**src/rtl/exe_if.sv**
```systemverilog
// ---------------------------------------------------------------------------
// exe_if : ID/EXE -> EXE -> EXE/MEM signal bundle for the execute stage.
//
//   master (upstream / ID-EXE register side)
//     drives  : WB_En_ID, EXE_CMD_ID, dest_ID, val1_ID, val2_ID
//     samples : stall, WB_En_EXE, dest_EXE, ALU_result_EXE
//   slave  (exe_stage)
//     the mirror image of master
// ---------------------------------------------------------------------------
interface exe_if #(
    parameter int WIDTH = 32,
    parameter int CMD_W = 4
);
    logic             WB_En_ID;
    logic [CMD_W-1:0] EXE_CMD_ID;
    logic [4:0]       dest_ID;
    logic [WIDTH-1:0] val1_ID;
    logic [WIDTH-1:0] val2_ID;
    logic             stall;
    logic             WB_En_EXE;
    logic [4:0]       dest_EXE;
    logic [WIDTH-1:0] ALU_result_EXE;

    modport master (
        output WB_En_ID, EXE_CMD_ID, dest_ID, val1_ID, val2_ID,
        input  stall, WB_En_EXE, dest_EXE, ALU_result_EXE
    );

    modport slave (
        input  WB_En_ID, EXE_CMD_ID, dest_ID, val1_ID, val2_ID,
        output stall, WB_En_EXE, dest_EXE, ALU_result_EXE
    );
endinterface

```
**src/rtl/exe_stage.sv**
```systemverilog
// ---------------------------------------------------------------------------
// exe_stage : execute stage of the 5-stage pipeline.
//
// Single-cycle ALU operations are evaluated combinationally. MUL, DIVU and
// REMU run iteratively, one bit per cycle for WIDTH cycles, while stall holds
// the ID/EXE inputs steady. Outputs are combinational and are captured by the
// downstream EXE/MEM register.
//
// Ports
//   clk  in  clock, all state updates on posedge
//   rst  in  synchronous, active-high reset
//   bus  exe_if.slave
//          WB_En_ID / EXE_CMD_ID / dest_ID / val1_ID / val2_ID  (from ID/EXE)
//          stall                                              (to upstream)
//          WB_En_EXE / dest_EXE / ALU_result_EXE              (to EXE/MEM)
// ---------------------------------------------------------------------------
module exe_stage #(
    parameter int WIDTH = 32,
    parameter int CMD_W = 4
) (
    input  logic  clk,
    input  logic  rst,
    exe_if.slave  bus
);
    localparam int CNT_W = $clog2(WIDTH);
    localparam int SH_W  = $clog2(WIDTH);

    localparam logic [CMD_W-1:0] C_ADD  = CMD_W'(0);
    localparam logic [CMD_W-1:0] C_SUB  = CMD_W'(1);
    localparam logic [CMD_W-1:0] C_AND  = CMD_W'(2);
    localparam logic [CMD_W-1:0] C_OR   = CMD_W'(3);
    localparam logic [CMD_W-1:0] C_NOR  = CMD_W'(4);
    localparam logic [CMD_W-1:0] C_XOR  = CMD_W'(5);
    localparam logic [CMD_W-1:0] C_SLL  = CMD_W'(6);
    localparam logic [CMD_W-1:0] C_SRL  = CMD_W'(7);
    localparam logic [CMD_W-1:0] C_SRA  = CMD_W'(8);
    localparam logic [CMD_W-1:0] C_MUL  = CMD_W'(9);
    localparam logic [CMD_W-1:0] C_DIVU = CMD_W'(10);
    localparam logic [CMD_W-1:0] C_REMU = CMD_W'(11);

    typedef enum logic [1:0] {
        S_IDLE,
        S_RUN,
        S_DONE
    } state_t;

    state_t           r_state;
    state_t           w_state_nxt;
    logic [CNT_W-1:0] r_cnt;
    logic [CMD_W-1:0] r_cmd;
    // r_a   : multiplicand (MUL) / dividend shifting into quotient (DIV/REM)
    // r_b   : multiplier   (MUL) / divisor
    // r_acc : product      (MUL) / partial remainder
    logic [WIDTH-1:0] r_a;
    logic [WIDTH-1:0] r_b;
    logic [WIDTH-1:0] r_acc;

    logic             w_is_md;
    logic             w_md_start;
    logic             w_last;
    logic [WIDTH:0]   w_rem_sh;
    logic             w_rem_ge;
    logic [WIDTH-1:0] w_rem_diff;
    logic [WIDTH-1:0] w_alu;
    logic [WIDTH-1:0] w_md_res;

    // Single-cycle ALU; codes outside 0-8 (including the MD codes) yield 0.
    function automatic logic [WIDTH-1:0] alu_f(
        input logic [CMD_W-1:0] cmd,
        input logic [WIDTH-1:0] a,
        input logic [WIDTH-1:0] b
    );
        logic signed [WIDTH-1:0] a_s;
        logic        [SH_W-1:0]  sh;
        a_s = signed'(a);
        sh  = b[SH_W-1:0];
        case (cmd)
            C_ADD:   alu_f = a + b;
            C_SUB:   alu_f = a - b;
            C_AND:   alu_f = a & b;
            C_OR:    alu_f = a | b;
            C_NOR:   alu_f = ~(a | b);
            C_XOR:   alu_f = a ^ b;
            C_SLL:   alu_f = a << sh;
            C_SRL:   alu_f = a >> sh;
            C_SRA:   alu_f = a_s >>> sh;
            default: alu_f = '0;
        endcase
    endfunction

    assign w_alu      = alu_f(bus.EXE_CMD_ID, bus.val1_ID, bus.val2_ID);
    assign w_is_md    = (bus.EXE_CMD_ID == C_MUL) || (bus.EXE_CMD_ID == C_DIVU) ||
                        (bus.EXE_CMD_ID == C_REMU);
    assign w_md_start = bus.WB_En_ID && w_is_md;
    assign w_last     = (r_cnt == CNT_W'(WIDTH - 1));

    // Restoring division step. The true difference always fits in WIDTH bits
    // whenever it is taken (partial remainder < divisor), so the low bits of
    // the subtraction are exact. A zero divisor always "fits", which gives
    // quotient all-ones and remainder = dividend.
    assign w_rem_sh   = {r_acc, r_a[WIDTH-1]};
    assign w_rem_ge   = (w_rem_sh >= {1'b0, r_b});
    assign w_rem_diff = w_rem_sh[WIDTH-1:0] - r_b;

    assign w_md_res   = (r_cmd == C_DIVU) ? r_a : r_acc;

    // ---- state register ----
    always_ff @(posedge clk) begin
        if (rst) begin
            r_state <= S_IDLE;
        end else begin
            r_state <= w_state_nxt;
        end
    end

    // ---- next state and EXE/MEM-facing outputs ----
    always_comb begin
        w_state_nxt        = r_state;
        bus.stall          = 1'b0;
        bus.WB_En_EXE      = 1'b0;
        bus.dest_EXE       = '0;
        bus.ALU_result_EXE = '0;
        case (r_state)
            S_IDLE: begin
                if (w_md_start) begin
                    w_state_nxt = S_RUN;
                    bus.stall   = 1'b1;
                end else begin
                    bus.WB_En_EXE      = bus.WB_En_ID;
                    bus.dest_EXE       = bus.dest_ID;
                    bus.ALU_result_EXE = w_alu;
                end
            end
            S_RUN: begin
                bus.stall = 1'b1;
                if (w_last) begin
                    w_state_nxt = S_DONE;
                end
            end
            S_DONE: begin
                w_state_nxt        = S_IDLE;
                bus.WB_En_EXE      = bus.WB_En_ID;
                bus.dest_EXE       = bus.dest_ID;
                bus.ALU_result_EXE = w_md_res;
            end
            default: begin
                w_state_nxt = S_IDLE;
            end
        endcase
        // Reset masks everything so a discarded MD op never writes back.
        if (rst) begin
            bus.stall          = 1'b0;
            bus.WB_En_EXE      = 1'b0;
            bus.dest_EXE       = '0;
            bus.ALU_result_EXE = '0;
        end
    end

    // ---- iterative MUL / DIV datapath ----
    always_ff @(posedge clk) begin
        if (rst) begin
            r_cnt <= '0;
            r_cmd <= '0;
            r_a   <= '0;
            r_b   <= '0;
            r_acc <= '0;
        end else begin
            case (r_state)
                S_IDLE: begin
                    if (w_md_start) begin
                        r_cnt <= '0;
                        r_cmd <= bus.EXE_CMD_ID;
                        r_a   <= bus.val1_ID;
                        r_b   <= bus.val2_ID;
                        r_acc <= '0;
                    end
                end
                S_RUN: begin
                    r_cnt <= r_cnt + CNT_W'(1);
                    if (r_cmd == C_MUL) begin
                        // shift-add: low WIDTH bits of the product only
                        r_acc <= r_acc + (r_b[0] ? r_a : '0);
                        r_a   <= r_a << 1;
                        r_b   <= r_b >> 1;
                    end else begin
                        r_acc <= w_rem_ge ? w_rem_diff : w_rem_sh[WIDTH-1:0];
                        r_a   <= {r_a[WIDTH-2:0], w_rem_ge};
                    end
                end
                default: begin
                end
            endcase
        end
    end
endmodule

```
**src/flat_wrapper.sv**
```systemverilog
// flat-port wrapper written by rule: the top's interface ports become plain ports
module exe_stage_flat 
#(
    parameter int WIDTH = 32,
    parameter int CMD_W = 4
)
  (clk, rst, bus_WB_En_ID, bus_EXE_CMD_ID, bus_dest_ID, bus_val1_ID, bus_val2_ID, bus_stall, bus_WB_En_EXE, bus_dest_EXE, bus_ALU_result_EXE);
  exe_if #(.WIDTH(WIDTH), .CMD_W(CMD_W)) bus_i ();
  input  logic clk;
  input  logic rst;
  input wire logic [$bits(bus_i.WB_En_ID)-1:0] bus_WB_En_ID;
  input wire logic [$bits(bus_i.EXE_CMD_ID)-1:0] bus_EXE_CMD_ID;
  input wire logic [$bits(bus_i.dest_ID)-1:0] bus_dest_ID;
  input wire logic [$bits(bus_i.val1_ID)-1:0] bus_val1_ID;
  input wire logic [$bits(bus_i.val2_ID)-1:0] bus_val2_ID;
  output wire logic [$bits(bus_i.stall)-1:0] bus_stall;
  output wire logic [$bits(bus_i.WB_En_EXE)-1:0] bus_WB_En_EXE;
  output wire logic [$bits(bus_i.dest_EXE)-1:0] bus_dest_EXE;
  output wire logic [$bits(bus_i.ALU_result_EXE)-1:0] bus_ALU_result_EXE;
  assign bus_i.WB_En_ID = bus_WB_En_ID;
  assign bus_i.EXE_CMD_ID = bus_EXE_CMD_ID;
  assign bus_i.dest_ID = bus_dest_ID;
  assign bus_i.val1_ID = bus_val1_ID;
  assign bus_i.val2_ID = bus_val2_ID;
  assign bus_stall = bus_i.stall;
  assign bus_WB_En_EXE = bus_i.WB_En_EXE;
  assign bus_dest_EXE = bus_i.dest_EXE;
  assign bus_ALU_result_EXE = bus_i.ALU_result_EXE;
  exe_stage #(.WIDTH(WIDTH), .CMD_W(CMD_W)) u_core (.clk(clk), .rst(rst), .bus(bus_i));
endmodule
```
**config.mk**
```make
export PLATFORM = sky130hd
export DESIGN_NAME = exe_stage_flat
export DESIGN_NICKNAME = d
export VERILOG_FILES = /design/src/rtl/exe_if.sv /design/src/rtl/exe_stage.sv /design/src/flat_wrapper.sv
export SDC_FILE = /design/constraint.sdc
export NUM_CORES = 1
export LEC_CHECK = 0
export BUFFER_PORTS_ARGS = -buffer_cell sky130_fd_sc_hd__buf_4
export CAP_MARGIN = 20
export CORE_MARGIN = 1
export CORE_UTILIZATION = 40
export CTS_CLUSTER_SIZE = 30
export DETAILED_ROUTE_END_ITERATION = 8
export PLACE_DENSITY_LB_ADDON = 0.2
export SYNTH_ARGS = -nofsm -noshare
export SYNTH_HDL_FRONTEND = slang
export SYNTH_SLANG_ARGS = --single-unit
```
**constraint.sdc**
```tcl
create_clock -name clk -period 3.9 [get_ports clk]
set_input_delay 0 -clock clk [delete_from_list [all_inputs] [get_ports clk]]
set_output_delay 0 -clock clk [all_outputs]
set_load 0.005 [all_outputs]
```
Word-level counts from Yosys, hierarchy flattened
Cells that the tools add are included.

Bits in registers: 107. Output and inout port bits: 39. Word-level logic and storage cells: 78.

Add/sub/neg operators: 5. Order comparisons: 1. Eq/ne operators: 19. Shift-type cells: 3. Mux-type cells: 30. Bitwise gates (word level): 4. Reduce and logical (&&, ||, !) cells: 10.

Operators by type and width (number): $mux 32 (10); $pmux 32 s9 (1); $pmux 32 s2 (4); $add 32x32->32 (2); $sub 32x32->32 (2); $ge 33x32->1 (1); $and 32x32->32 (1); $not 32->32 (1); $or 32x32->32 (1); $shl 32x5->32 (1); $shr 32x5->32 (1); $sshr 32x5->32 (1); $xor 32x32->32 (1); $eq 4x4->1 const B (6); $pmux 5 s2 (2); $eq 4x3->1 const B (4); $mux 5 (3); $eq 4x2->1 const B (2); $ne 2x1->1 const B (3); $reduce_and 2->1 (3); $add 5x1->5 const B (1); $eq 5x5->1 const B (1); $mux 1 (5); $eq 4x1->1 const B (1); 11 further kinds (14).

Logic depth before layout (Yosys ltp)
Depth in word-level cells: 7. Gate-level depth with buffers: 23.

Worst setup path before layout
No wires, ideal clock.

Path kind: input to output. Start point: in bus_val2_ID[0]. End point: out bus_ALU_result_EXE[31]. Arrival time: 4.162 ns. Data required time: 3.900 ns. Setup slack: -0.262 ns. Cell stages on the path: 23. Path buffers: 5. Cell sequence: buf_2 > buf_2 > buf_2 > buf_2 > inv_1 > ha_1 > nor2b_1 > and3_1 > nand2_1 > nor4_1 > a21oi_1 > xnor2_1 > ha_1 > clkbuf_1 > a21o_1 > a21o_1 > a21o_1 > a21o_1 > a21oi_1 > o21ai_0 > o31a_1 > o21ai_1 > a31oi_1.

Word-level cells in the longest chain between the ends: 5. Elaborated cells between the ends (all ways): 9. Those cells by class: 2 x add/sub; 3 x shift; 4 x mux.

RTL lines: start: declaration (line flat_wrapper.sv:15) `input wire logic [$bits(bus_i.val2_ID)-1:0] bus_val2_ID;`; $sub 32x32->32 (tied with other cells) (line exe_stage.sv:79) `C_SUB: alu_f = a - b;`; $pmux 32 s9 (*) (line exe_stage.sv:77) `case (cmd)`; $mux 32 (*) (line exe_stage.sv:125) `if (w_md_start) begin`; $pmux 32 s2 (*) (line exe_stage.sv:123) `case (r_state)`; $mux 32 (*) (line exe_stage.sv:151) `if (rst) begin`; end: declaration (line flat_wrapper.sv:19) `output wire logic [$bits(bus_i.ALU_result_EXE)-1:0] bus_ALU_result_EXE;`.

Every way passes the cells marked *; elsewhere a longest branch is shown, timed or not.

Worst setup path after layout
Start point: in bus_EXE_CMD_ID[2]. End point: out bus_ALU_result_EXE[24].

Word-level cells in the longest chain between the ends: 7. Elaborated cells between the ends (all ways): 19. Those cells by class: 11 x eq/ne; 4 x mux; 4 x reduce/logical.

RTL lines: start: declaration (line flat_wrapper.sv:12) `input wire logic [$bits(bus_i.EXE_CMD_ID)-1:0] bus_EXE_CMD_ID;`; branches (longest 4 deep; another with $pmux 32 s9); $mux 32 (*) (line exe_stage.sv:125); $pmux 32 s2 (*) (line exe_stage.sv:123); $mux 32 (*) (line exe_stage.sv:151).

Every way passes the cells marked *.

==> results.py <==
metrics = {
    "timing": {
        "worst_slew_pin_slew_ns": 1.136,
        "skew_ns": 0.01308,
        "fmax_mhz": 261.8,
        "setup_viol": 0,
        "rsz0062_at_grt": "yes",
        "drv_slew": 0,
        "timing.slew.headroom": 0.2332,
        "finalCriticalPeriod_ns": 3.820,
        "fin_tns_setup_ns": 0,
        "final.setup.worst_slack_ns": 0.08026,
        "min_period_over_period": 0.9794,
        "hold_viol_final": 0,
    },
    "floorplanning": {
        "coreArea_sq_um": 41020,
        "die_w_um": 206.6,
        "die-height_um": 206.6,
        "initial_core_util": 0.4081,
        "rows": 74,
        "ios": 115,
        "die_area_sq_um": 42670,
    },
    "place": {
        "finalWeightedCongestion": 0.9815,
        "dpl_cell_area_sq_um": 18800,
        "io_buffers": 114,
        "place_ws_ns": -0.4395,
        "hpwl_mm": 55.74,
    },
    "hold_path": {
        "hp-start": "bus_val1_ID[7]",
        "hold_depth": 3,
        "hold_path_end": "u_core.r_a[7]$_SDFFE_PP0P_",
        "hold_path.class": "in2reg",
    },
    "worst_setup_path": {
        "crit_arrival_ns": 3.82,
        "crit_fanout": 4,
        "slowest_delay_ns": 0.43,
        "timing.rr.start": "u_core.r_b[0]$_SDFFE_PP0P_",
        "crit_type": "in2out",
        "crit_slowest_cell": "or3_1",
        "worstPathCellList": "buf_4 > nor3_4 > buf_6 > buf_6 > and2_4 > buf_4 > nor2_1 > xnor2_1 > ha_1 > o211ai_1 > a21oi_2 > o21ai_1 > o2111ai_2 > a31oi_1 > o21bai_1 > a41oi_1 > nor4_2 > mux2_2 > or3_1 > buf_4",
        "ff2ff_setup_slack_ns": 0.17,
        "ff2ff_path_depth": 13,
        "crit_path_end_kind": "primary output",
        "crit_top_cell": "buf_4",
        "worst_setup_path_start_kind": "primary input",
        "r2r-end": "u_core.r_acc[24]$_SDFFE_PP0P_",
        "cp_data_required_time_ns": 3.90,
    },
    "pwr": {
        "clockPowerShare": 0.173,
        "power.switching_uw": 2319,
        "p_sw_frac": 0.4420,
        "intPower_uw": 2928,
        "pwr_density_cell_nw_per_um2": 267.1,
        "pwr-share-seq": 0.234,
        "comb_power_share": 0.593,
        "total_power_uw": 5246,
        "ir_drop_mv": 0.2484,
        "p_leak_uw": 0.008288,
    },
    "synthesis": {
        "ys_seq_elements": 107,
        "yosysWarningCount": 0,
        "yosys_most_used_dff": "dfxtp_1",
        "async_reset_ff_frac": 0,
        "netlist_area_sq_um": 16740,
        "avgSynthCellArea_sq_um": 6.940,
        "seq_area_frac_synth": 0.1280,
        "ys_types": 74,
        "synth-edff-count": 0,
        "syn_nets": 2654,
        "synthCells": 2412,
    },
    "layout": {
        "diodes": 0,
        "nFillCells": 4203,
        "layout-drive-gt1-share": 0.1530,
        "area_delta_synth_final_pct": 17.33,
        "final_common_cell": "nor2_1",
        "stdcell_area_sq_um": 19640,
        "most-common-layout-cells": "316 x nor2_1, 282 x nand2_1, 261 x buf_4",
        "fin_util": 0.4789,
        "final_nets": 2799,
    },
    "cts": {
        "clock_sinks": 107,
        "cts.clk_slew.worst_paths_ns": 0.07,
        "clkLatencyLatePin_ns": 0.37,
        "cts_buffer_depth": 2,
        "cts_tree": "done",
        "cts_root_buf": "clkbuf_16",
        "htree_levels": 3,
        "cts_buffers": 9,
    },
    "run_status": {
        "status": "complete, no violations",
    },
    "drt": {
        "wire_per_inst_um": 22.38,
        "wl_mm": 69.25,
        "drcViolationCount": 0,
        "drtPass1Iterations": 5,
        "ant_nets": 0,
        "vias": 18820,
        "vias_per_cell": 6.081,
        "drtIter0Drc": 1690,
    },
    "global_route": {
        "grt_usage": 0.3206,
        "antenna_found_initial": 2,
        "grtUsageMet1": 0.4262,
        "grt.busiest_layer": "met2",
        "met2_usage": 0.5129,
        "grt_pass1_wl_mm": 104.2,
        "use_met3": 0.03721,
        "grt_pass1_vias": 17570,
        "grt_max_degree": 67,
        "overflow": 0,
    },
    "job": {
        "cap_violations": 0,
    },
}
==> timing repair <==
item,4_1_cts,5_1_grt
resized for setup,10,44
endpoints found under the setup margin,15,15
pin swaps,4,16
buffers inserted,2,6
hold buffers,29,0
hold endpoints to repair,29,0
==> through the flow <==
stage	hold WS [ns]	std cells
after detailed placement	0.2988	3041
final	0.01675	3094
after global placement	0.2990	3041
after CTS	0.004168	3088
after floorplan	0.07369	2412
after global routing	0.02888	3094
==> area by class of cell <==
type	instances	area, sq um	area share
Inverter	125	469.2	0.02389
Tap cell	532	665.6	0.03389
Clock inverter	5	43.79	0.002230
Clock buffer	11	242.7	0.01236
Timing Repair Buffer	300	2380	0.1212
Sequential cell	107	2142	0.1091
Multi-Input combinational cell	2014	13700	0.6974
==> kinds of logic (layout without fill, tap and decap cells) <==
family,Yosys count,count (layout),synth area share
buffers and inverters,291,441,0.06712
AO/OA/AOI/OAI,797,797,0.3087
multiplexers,109,109,0.09814
XOR/XNOR,99,99,0.05180
adder cells (fa/ha/maj),166,166,0.1254
AND/OR/NAND/NOR,843,843,0.2209
flip-flops,107,107,0.1280
==> synthesized netlist by cell type, types with 22 or more instances <==
cell type / instances / area (sq um)
a211oi_1: 71 / 533.0
a21o_1: 45 / 337.8
a21oi_1: 251 / 1256
a221oi_1: 23 / 201.4
a311oi_1: 36 / 315.3
and2_1: 40 / 250.2
and3_1: 23 / 143.9
buf_1: 25 / 93.84
clkbuf_1: 120 / 450.4
dfxtp_1: 107 / 2142
ha_1: 163 / 2039
inv_1: 123 / 461.7
mux2i_1: 55 / 550.5
mux4_2: 43 / 968.4
nand2_1: 283 / 1062
nand3_1: 45 / 225.2
nor2_1: 319 / 1197
nor3_1: 43 / 215.2
o211ai_1: 37 / 277.8
o21ai_0: 136 / 680.7
xnor2_1: 77 / 674.4
xor2_1: 22 / 192.7
==> sequential cells by signal, summed over array words and instances (netlist names) <==
signal,flops
u_core.r_a,32
u_core.r_b,32
u_core.r_cmd,4
u_core.r_acc,32
u_core.r_cnt,5
u_core.r_state,2
==> power groups by stage <==
stage                     logic, uW  registers, uW  clock network [uW]
final                          3110           1230                 907
after global routing           3390           1240                 968
after CTS                      3040           1230                 926
after detailed placement       2990           1250                   0
after global placement         2970           1250                   0
after floorplan                2040           1230                   0
==> layer usage <==
metal  share of wire  vias to the layer above
li1                -                     9074
met1            0.44                     8935
met2            0.45                      655
met3           0.059                      147
met4           0.051                        4
met5         0.00039                        -
==> worst max-delay path, delay by kind of cell <==
kind	cells	cell delay (ns)
muxes	1	0.36
adders and majority gates	1	0.30
AOI/OAI and AO/OA	7	1.27
and+or+nand+nor	5	1.11
xor gates and xnor gates	1	0.12
buffers and inverters	5	0.64
==> how the worst max path moves through the flow <==
stage	endpoint	slack [ns]	cells after the start	from
4_1_cts	bus_ALU_result_EXE[31]	-0.02	24	bus_EXE_CMD_ID[3]
6_report	bus_ALU_result_EXE[24]	0.08	20	bus_EXE_CMD_ID[2]
3_3_place_gp	bus_ALU_result_EXE[24]	-0.38	19	bus_EXE_CMD_ID[1]
5_1_grt	bus_ALU_result_EXE[31]	-0.01	24	bus_EXE_CMD_ID[2]
2_1_floorplan	bus_ALU_result_EXE[31]	-0.03	23	bus_val2_ID[0]
3_5_place_dp	bus_ALU_result_EXE[24]	-0.44	19	bus_EXE_CMD_ID[1]
(Power assumes the default switching activity.)
